==> src/rtl/shift_unit_if.sv <==
// Request/response bundle for shift_unit: a valid/ready request carrying operand, distance
// and mode, and a valid/ready response carrying the shifted word and its flags.
interface shift_unit_if #(
  parameter int unsigned W     = 8,
  parameter int unsigned AMT_W = 8
);
  logic             in_valid;
  logic             in_ready;
  logic [W-1:0]     data_a;
  logic [AMT_W-1:0] amount;
  logic [2:0]       mode;
  logic             out_valid;
  logic             out_ready;
  logic [W-1:0]     result;
  logic             carry_o;
  logic             zero_o;

  modport master (
    output in_valid, data_a, amount, mode, out_ready,
    input  in_ready, out_valid, result, carry_o, zero_o
  );

  modport slave (
    input  in_valid, data_a, amount, mode, out_ready,
    output in_ready, out_valid, result, carry_o, zero_o
  );
endinterface

==> src/rtl/shift_unit.sv <==
// Multi-cycle barrel-free shifter: one bit per clock for LSL/ROL/LSR/ROR/ASR, with the last
// bit shifted out reported as carry and a zero flag on the held result.
module shift_unit #(
  parameter int unsigned W     = 8,
  parameter int unsigned AMT_W = 8
) (
  input logic         clk,
  input logic         reset_n,
  shift_unit_if.slave bus
);

  localparam int unsigned CNT_W = $clog2(W) + 1;
  localparam int unsigned XW    = (AMT_W > 32) ? AMT_W : 32;

  localparam logic [1:0] IDLE = 2'd0;
  localparam logic [1:0] BUSY = 2'd1;
  localparam logic [1:0] DONE = 2'd2;

  localparam logic [2:0] MODE_LSL = 3'b000;
  localparam logic [2:0] MODE_ROL = 3'b001;
  localparam logic [2:0] MODE_LSR = 3'b010;
  localparam logic [2:0] MODE_ROR = 3'b011;
  localparam logic [2:0] MODE_ASR = 3'b100;

  logic [1:0]       state_q, state_d;
  logic [CNT_W-1:0] cnt_q, cnt_d;
  logic [W-1:0]     res_q, res_d;
  logic             carry_q, carry_d;
  logic [2:0]       mode_q, mode_d;

  logic [XW-1:0]    amt_ext;
  logic [CNT_W-1:0] eff;
  logic [W-1:0]     shifted;
  logic             shift_out;

  assign amt_ext = XW'(bus.amount);

  // Logical/arithmetic shifts saturate at W; rotates wrap modulo W (W is a power of two).
  always_comb begin
    eff = '0;
    case (bus.mode)
      MODE_LSL, MODE_LSR, MODE_ASR:
        eff = (amt_ext >= XW'(W)) ? CNT_W'(W) : CNT_W'(amt_ext);
      MODE_ROL, MODE_ROR:
        eff = CNT_W'(amt_ext & XW'(W - 1));
      default: eff = '0;
    endcase
  end

  always_comb begin
    shifted   = res_q;
    shift_out = 1'b0;
    case (mode_q)
      MODE_LSL: begin shifted = {res_q[W-2:0], 1'b0};        shift_out = res_q[W-1]; end
      MODE_ROL: begin shifted = {res_q[W-2:0], res_q[W-1]};  shift_out = res_q[W-1]; end
      MODE_LSR: begin shifted = {1'b0, res_q[W-1:1]};        shift_out = res_q[0];   end
      MODE_ROR: begin shifted = {res_q[0], res_q[W-1:1]};    shift_out = res_q[0];   end
      MODE_ASR: begin shifted = {res_q[W-1], res_q[W-1:1]};  shift_out = res_q[0];   end
      default:  begin shifted = res_q;                       shift_out = 1'b0;       end
    endcase
  end

  always_comb begin
    state_d = state_q;
    cnt_d   = cnt_q;
    res_d   = res_q;
    carry_d = carry_q;
    mode_d  = mode_q;
    case (state_q)
      IDLE: begin
        if (bus.in_valid) begin
          res_d   = bus.data_a;
          mode_d  = bus.mode;
          carry_d = 1'b0;
          cnt_d   = eff;
          state_d = (eff == '0) ? DONE : BUSY;
        end
      end
      BUSY: begin
        res_d   = shifted;
        carry_d = shift_out;
        cnt_d   = cnt_q - CNT_W'(1);
        if (cnt_q == CNT_W'(1)) state_d = DONE;
      end
      DONE: begin
        if (bus.out_ready) state_d = IDLE;
      end
      default: state_d = IDLE;
    endcase
  end

  always_ff @(posedge clk or negedge reset_n) begin
    if (!reset_n) begin
      state_q <= IDLE;
      cnt_q   <= '0;
      res_q   <= '0;
      carry_q <= 1'b0;
      mode_q  <= '0;
    end else begin
      state_q <= state_d;
      cnt_q   <= cnt_d;
      res_q   <= res_d;
      carry_q <= carry_d;
      mode_q  <= mode_d;
    end
  end

  assign bus.in_ready  = (state_q == IDLE);
  assign bus.out_valid = (state_q == DONE);
  assign bus.result    = res_q;
  assign bus.carry_o   = carry_q;
  assign bus.zero_o    = (res_q == '0);

endmodule

==> src/flat_wrapper.sv <==
// flat-port wrapper written by rule: the top's interface ports become plain ports
module shift_unit_flat 
#(
  parameter int unsigned W     = 8,
  parameter int unsigned AMT_W = 8
)
  (clk, reset_n, bus_in_valid, bus_data_a, bus_amount, bus_mode, bus_out_ready, bus_in_ready, bus_out_valid, bus_result, bus_carry_o, bus_zero_o);
  shift_unit_if #(.W(W), .AMT_W(AMT_W)) bus_i ();
  input logic clk;
  input logic reset_n;
  input wire logic [$bits(bus_i.in_valid)-1:0] bus_in_valid;
  input wire logic [$bits(bus_i.data_a)-1:0] bus_data_a;
  input wire logic [$bits(bus_i.amount)-1:0] bus_amount;
  input wire logic [$bits(bus_i.mode)-1:0] bus_mode;
  input wire logic [$bits(bus_i.out_ready)-1:0] bus_out_ready;
  output wire logic [$bits(bus_i.in_ready)-1:0] bus_in_ready;
  output wire logic [$bits(bus_i.out_valid)-1:0] bus_out_valid;
  output wire logic [$bits(bus_i.result)-1:0] bus_result;
  output wire logic [$bits(bus_i.carry_o)-1:0] bus_carry_o;
  output wire logic [$bits(bus_i.zero_o)-1:0] bus_zero_o;
  assign bus_i.in_valid = bus_in_valid;
  assign bus_i.data_a = bus_data_a;
  assign bus_i.amount = bus_amount;
  assign bus_i.mode = bus_mode;
  assign bus_i.out_ready = bus_out_ready;
  assign bus_in_ready = bus_i.in_ready;
  assign bus_out_valid = bus_i.out_valid;
  assign bus_result = bus_i.result;
  assign bus_carry_o = bus_i.carry_o;
  assign bus_zero_o = bus_i.zero_o;
  shift_unit #(.W(W), .AMT_W(AMT_W)) u_core (.clk(clk), .reset_n(reset_n), .bus(bus_i));
endmodule
==> config.mk <==
export PLATFORM = sky130hd
export DESIGN_NAME = shift_unit_flat
export DESIGN_NICKNAME = d
export VERILOG_FILES = /design/src/rtl/shift_unit_if.sv /design/src/rtl/shift_unit.sv /design/src/flat_wrapper.sv
export SDC_FILE = /design/constraint.sdc
export NUM_CORES = 1
export LEC_CHECK = 0
export ABC_CLOCK_PERIOD_IN_PS = 2890
export BUFFER_PORTS_ARGS = -buffer_cell sky130_fd_sc_hd__buf_4
export CORE_UTILIZATION = 56
export DETAILED_ROUTE_END_ITERATION = 8
export PLACE_DENSITY = 0.84
export RECOVER_POWER = 25
export SKIP_CTS_REPAIR_TIMING = 1
export SYNTH_ARGS = -nofsm -noshare
export SYNTH_HDL_FRONTEND = slang
export SYNTH_SLANG_ARGS = --single-unit
==> constraint.sdc <==
create_clock -name clk -period 2.89 [get_ports clk]
set_input_delay 0.1445 -clock clk [delete_from_list [all_inputs] [get_ports clk]]
set_output_delay 0.1445 -clock clk [all_outputs]
set_load 0.1 [all_outputs]
Word-level counts from Yosys, hierarchy flattened:

Index checks and enable logic that the tools add are counted.

* register bits after elaboration: 18
* input bits: 23
* output and inout port bits: 12
* logic and storage cells: 55

* add/subtract/negate cells: 1
* order comparisons: 1
* equal/unequal tests: 17
* muxes and demuxes: 15
* reductions and logical operators: 15

Operators by type and width (number)
* 8-bit one-hot mux with 5 select lines: 1
* 4-bit one-hot mux with 2 select lines: 2
* 8-bit one-hot mux with 2 select lines: 1
* 3-bit by 2-bit == test with 1-bit output, second input constant: 4
* 8-bit by 4-bit greater-or-equal comparator with 1-bit output, second input constant: 1
* 8-bit zero test: 1
* 2-bit 2-to-1 mux: 4
* 4-bit 2-to-1 mux: 2
* 8-bit 2-to-1 mux: 1
* 3-bit by 1-bit == test with 1-bit output, second input constant: 2
* 3-bit == test, second input constant: 2
* 3-bit zero test: 2
* 2-bit != test, second input constant: 3
* 6-bit != test, second input constant: 1
* 2-bit one-hot mux with 3 select lines: 1
* 3-bit AND reduction: 2
* 3-bit OR reduction: 2
* 5-bit != test, second input constant: 1
* 4-bit by 1-bit == test with 1-bit output, second input constant: 1
* 4-bit zero test: 1
* 1-bit one-hot mux with 2 select lines: 2
* 2-bit AND reduction: 2
* 4-bit AND reduction: 1
* 2-bit OR reduction: 2
* 7 further kinds: 7

Longest topological paths before layout:

Gate-level depths: netlist of the first run.

* word-level depth: 7
* gate-level depth with buffers: 5
* gate-level depth less buffers: 5

Least setup slack after synthesis of the first run:

No wires, ideal clock.

* path kind: flip-flop to output port
* start: register u_core.res_q[7] (netlist: u_core.bus.result[7])
* end: output bus_zero_o
* data arrival time: 2.667 ns
* data required time: 2.746 ns
* slack: 0.078 ns
* cell stages (with the launch flop): 3
* path buffers: 0
* cell sequence: dfrtp_1 > or4_1 > nor2_1

* longest elaborated chain between the ends: 1

Ends and longest elaborated chain
* from (decl): line shift_unit.sv:27 `logic [W-1:0] res_q, res_d;`
* from (signal assigned): line shift_unit.sv:102 `res_q <= res_d;`
* 8-bit zero test: line shift_unit.sv:112 `assign bus.zero_o = (res_q == '0);`
* to (decl): line flat_wrapper.sv:20 `output wire logic [$bits(bus_i.zero_o)-1:0] bus_zero_o;`

Every way passes these cells.

Final worst setup path of the first run:

Same ends and word-level chain as after synthesis.

==> results by group, run 1 <==
Status
  • Status: completed

Drt
  • Routed len/inst: 17.5 um
  • ANT nets after route: 0
  • Vias per cell: 6.62
  • DRC violation total after the first TritonRoute iteration: 50
  • Via count: 1,330
  • Wirelength, routed: 3520 um
  • Drt first pass iters: 4
  • DRC viols: 0

Logic synthesis
  • Sequential-to-total area share from yosys stat: 33.0%
  • Mean post-synth cell area: 9.36 sq um
  • Post-Syn Area: 0.00137 sq mm
  • Register bit total from synthesis: 18
  • Synth cell types: 44
  • Synthesized net count: 171
  • Synth area leader: dfrtp_1
  • Top-count cell post-synth: dfrtp_1
  • Yosys top cell area share: 33.0%
  • Synth async-reset ratio: 100%
  • Most used DFF post-synth: dfrtp_1
  • EDFF count, synth: 0
  • Synth top area cells: dfrtp_1 (33%), o211ai_1 (6.6%), nor4bb_1 (5.9%)
  • Ys Warns: 0
  • Top cells by count, synth: dfrtp_1 (18), o211ai_1 (12), o21ai_0 (11)
  • Mapped Cells: 146

CTS
  • CTS sink cnt: 18
  • Worst skew pair latency: 290 ps
  • TritonCTS clock tree: done
  • CTS root buf: clkbuf_4
  • CTS H-tree depth: 1
  • Clk buf depth: 2
  • Cts bufs inserted: 3
  • CTS clk-pin slew, worst paths: 100 ps

Cells and area
  • Diode count: 0
  • Layout cells sized above 1: 29.5%
  • Nets@finish: 200
  • Post-route insts no fill: 201
  • Layout Area Growth over Synthesis: 19.6%

Critical path
  • CP delay by family, top: simple AND/OR/NAND/NOR gates
  • Worst EP required: 2750 ps
  • Worst setup SP type: flop
  • CP Max Fanout: 8
  • CP max-delay cell: or4_1
  • Arrival time worst endpoint: 1740 ps
  • CP Capture Type: primary output
  • Crit Path Category: reg2out
  • CP peak stage delay: 570 ps
  • WP buf/inv: 1
  • Critical path cell sequence: or4_1, nor2_1, buf_4

STA
  • Final worst path period share: 65.2%
  • RSZ-0062 raised after global routing: false
  • Top achievable clock speed: 531 MHz
  • Setup TNS: 0 ps
  • Skew final: 6.07 ps
  • Rel. slew slack: 32.1%
  • Worst Max-Slew Pin Slew: 1020 ps
  • Fin crit period: 1880 ps
  • Hold Vio Cnt, Final: 0
  • Max Slew Vio Count: 0
  • Final setup violation count: 0

Place
  • Post-DP HPWL: 2570 um
  • Gpl congestion: 0.823
  • Placed cells: 197
  • I/O Buffers: 34

Global route
  • Grt total ovfl: 0
  • Largest net degree at the start of global routing: 26
  • Total GRT Usage: 30.9%
  • First-pass GRT wire length: 5980 um
  • Initial antenna violation count: 0
  • Via count of the first global-routing pass: 1,316

Die
  • Die area: 0.00264 sq mm
  • Starting Density: 60.6%
  • Die Height: 51.4 um
  • # IOs: 35
  • Core ar.: 0.00225 sq mm
  • Die Width: 51.4 um
  • Site row count: 17

Min path
  • Worst Hold Class: in2reg

Job
  • Max-cap violations: 0
cell usage in the layout (no fill, tap or decap), drive strengths merged, types with 2 or more instances in the layout:
master   n
buf     33
dfrtp   18
o211ai  12
o21ai   11
inv      9
nor4bb   8
a221oi   8
nor2b    7
mux2     7
nand4b   6
nor2     4
nand3    4
clkbuf   4
and2b    4
or4      3
nand2    3
a21oi    3
nand2b   2
or3      2
o31ai    2
ha       2
or3b     2
and3b    2
layer usage:
metal | vias up | track usage [%] | wire, um | part of all wire, %
met5 | - | 0 | 0 | 0
met4 | 0 | 16.2 | 123 | 3.5
met3 | 16 | 3.57 | 181 | 5.1
met2 | 61 | 51.7 | 1760 | 50
met1 | 622 | 38.5 | 1460 | 41
li1 | 631 | - | - | -
worst paths after layout:
kind / from / end / slack, ps / cells after the start
max: u_core.bus.result[7] / bus_zero_o / 1010 / 3
min: bus_mode[2] / u_core.mode_q[2] / 90 / 3
max reg2reg: u_core.state_q[1] / u_core.cnt_q[1] / 1050 / 3
min reg2reg: u_core.bus.carry_o / u_core.bus.carry_o / 530 / 2
max in group asynchronous: reset_n / u_core.mode_q[0] / 1750 / 2
min in group asynchronous: reset_n / u_core.bus.result[6] / 530 / 2
kinds of logic (layout without fill, tap and decap cells):
| group | Yosys count | count (layout) | synth area share (%) |
|---|---|---|---|
| buf+inv | 20 | 47 | 6.23 |
| simple gates | 52 | 52 | 28.4 |
| flops | 18 | 18 | 33.0 |
| fa+ha+maj | 2 | 2 | 1.83 |
| compound gates | 46 | 46 | 24.1 |
| mux | 8 | 8 | 6.50 |
registers in the layout, summed over array words and instances (netlist names):
register,flops
u_core.cnt_q,4
u_core.state_q,2
u_core.bus.carry_o,1
u_core.mode_q,3
u_core.bus.result,8
worst register-to-register path: stages (launching register included):
cell and delay [ps]:
dfrtp_1 540, or3b_4 500, or4b_4 540, o211ai_1 190
stage by stage:
stage / hold slack [ps] / utilization, % / setup slack (ps) / instance area [sq um]
CTS: -298 / 72.2 / 1000 / 1630
finish: 90.0 / 72.5 / 1010 / 1630
global placement: 22.7 / 71.2 / 1150 / 1610
global route: 113 / 72.5 / 934 / 1630
floorplan: -151 / - / 78.3 / 1370
detailed placement: 25.1 / 71.2 / 1080 / 1610
cell type report:
cell class	count	area (sq um)
multi-input combinational	108	831
inverter	9	33.8
clock buffer	3	22.5
fill	182	621
sequential	18	450
timing repair buffer	35	262
tap	28	35.0
Power of run 1 is left out: the tool's default activity adds up to more than one toggle a clock period on the data nets, which glitch-free logic cannot reach.
==> run 2, diff against run 1 <==
--- a/config.mk
+++ b/config.mk
@@ -5,11 +5,11 @@
 export SDC_FILE = /design/constraint.sdc
 export NUM_CORES = 1
 export LEC_CHECK = 0
-export ABC_CLOCK_PERIOD_IN_PS = 2890
+export ABC_CLOCK_PERIOD_IN_PS = 1900
 export BUFFER_PORTS_ARGS = -buffer_cell sky130_fd_sc_hd__buf_4
-export CORE_UTILIZATION = 56
+export CORE_UTILIZATION = 52
 export DETAILED_ROUTE_END_ITERATION = 8
-export PLACE_DENSITY = 0.84
+export PLACE_DENSITY = 0.79
 export RECOVER_POWER = 25
 export SKIP_CTS_REPAIR_TIMING = 1
 export SYNTH_ARGS = -nofsm -noshare
==> constraint.sdc (replaced) <==
create_clock -name clk -period 1.9 [get_ports clk]
set_input_delay 0.095 -clock clk [delete_from_list [all_inputs] [get_ports clk]]
set_output_delay 0.095 -clock clk [all_outputs]
set_load 0.1 [all_outputs]
==> results by group, run 2 (same netlist as run 1, synthesis figures left out) <==
Status
  • Status: completed

CTS
  • TritonCTS clock tree: done
  • Cts bufs inserted: 3
  • CTS clk-pin slew, worst paths: 110 ps
  • Clk buf depth: 2
  • CTS root buf: clkbuf_4
  • Worst skew pair latency: 300 ps
  • CTS H-tree depth: 1
  • CTS sink cnt: 18

Critical path
  • Crit Path Category: reg2out
  • CP max-delay cell: or4_1
  • Arrival time worst endpoint: 1720 ps
  • CP peak stage delay: 590 ps
  • Worst EP required: 1800 ps
  • CP Max Fanout: 8
  • Worst setup SP type: flop
  • Critical path cell sequence: or4_1, nor2_4, buf_6
  • CP Capture Type: primary output
  • Worst R2R Path Depth: 3

STA
  • Skew final: 3.28 ps
  • Top achievable clock speed: 551 MHz
  • Worst Max-Slew Pin Slew: 987 ps
  • Hold Vio Cnt, Final: 0
  • RSZ-0062 raised after global routing: false
  • Final setup violation count: 0
  • Worst hold margin: 16.2 ps
  • Rel. slew slack: 34.2%
  • Setup TNS: 0 ps
  • Max Slew Vio Count: 0
  • Fin crit period: 1810 ps
  • Final worst path period share: 95.5%

Global route
  • Grt total ovfl: 0
  • Initial antenna violation count: 0
  • Total GRT Usage: 30.0%
  • Via count of the first global-routing pass: 1,320
  • First-pass GRT wire length: 6060 um
  • Largest net degree at the start of global routing: 25

Job
  • Max-cap violations: 0

Min path
  • Hold Crit Depth: 3
  • Worst Hold Class: in2reg

Die
  • Die area: 0.00284 sq mm
  • Die Width: 53.3 um
  • Die Height: 53.3 um
  • # IOs: 35
  • Starting Density: 55.2%
  • Site row count: 18
  • Core ar.: 0.00248 sq mm

Place
  • I/O Buffers: 34
  • Gpl congestion: 0.854
  • Post-DP HPWL: 2700 um
  • Placed cells: 204

Cells and area
  • Post-Route Utilization: 69.0%
  • Layout Area Growth over Synthesis: 25.2%
  • Most frequent cells in the layout: buf_4 (37), o211ai_1 (12), o21ai_0 (11), dfrtp_1 (11), inv_1 (9)
  • Most common cell after layout, fill and taps aside: buf_4
  • Layout cells sized above 1: 36.9%
  • Post-route insts no fill: 209
  • Largest register FFs: 8
  • Nets@finish: 205
  • Diode count: 0

Drt
  • Via count: 1,342
  • Wirelength, routed: 3740 um
  • DRC viols: 0
  • ANT nets after route: 0
  • Routed len/inst: 17.9 um
  • Drt first pass iters: 4
  • Vias per cell: 6.42
  • DRC violation total after the first TritonRoute iteration: 30
-- run 2: cell types whose count changed in the layout (fill, tap and decap cells not counted), sizes merged --
cell	change
clkbuf	+1
buf	+5
-- run 2: critical path: cells and delay by family (launching register included) --
| family | cells | cell delay [ps] |
|---|---|---|
| simple gates | 2 | 720 |
| flops | 1 | 470 |
| buf+inv | 1 | 220 |
-- run 2: metrics by stage --
stage | setup slack (ps) | area (sq um)
after CTS | 29.8 | 1700
after detailed placement | 220 | 1660
after global routing | 46.9 | 1710
final | 85.3 | 1710
after floorplan | -49.3 | 1390
after global placement | 270 | 1660
-- run 2: layout make-up --
type	count	area, sq um
repair buffers	40	303
well taps	30	37.5
multi-input cells	108	841
fillers	194	767
clock buffers	4	36.3
inverters	9	33.8
flip-flops and latches	18	459
-- run 2: worst paths after layout --
kind | from | endpoint | slack [ps]
min in group asynchronous | reset_n | u_core.bus.result[5] | 450
max | u_core.bus.result[7] | bus_zero_o | 90
max reg2reg | u_core.mode_q[2] | u_core.bus.result[1] | 160
min reg2reg | u_core.cnt_q[1] | u_core.cnt_q[1] | 570
min | bus_mode[1] | u_core.mode_q[1] | 20
max in group asynchronous | reset_n | u_core.bus.result[1] | 780
-- run 2: routing by layer --
layer	share of wire (%)	global-route usage (%)	wire length, um	vias to the layer above
met5	0	0	0	-
met4	3.3	15.8	125	0
met3	4.6	4.31	171	11
met2	51	50.6	1900	54
met1	41	36.3	1540	642
li1	-	-	-	635
Power of run 2 is left out for the same reason.
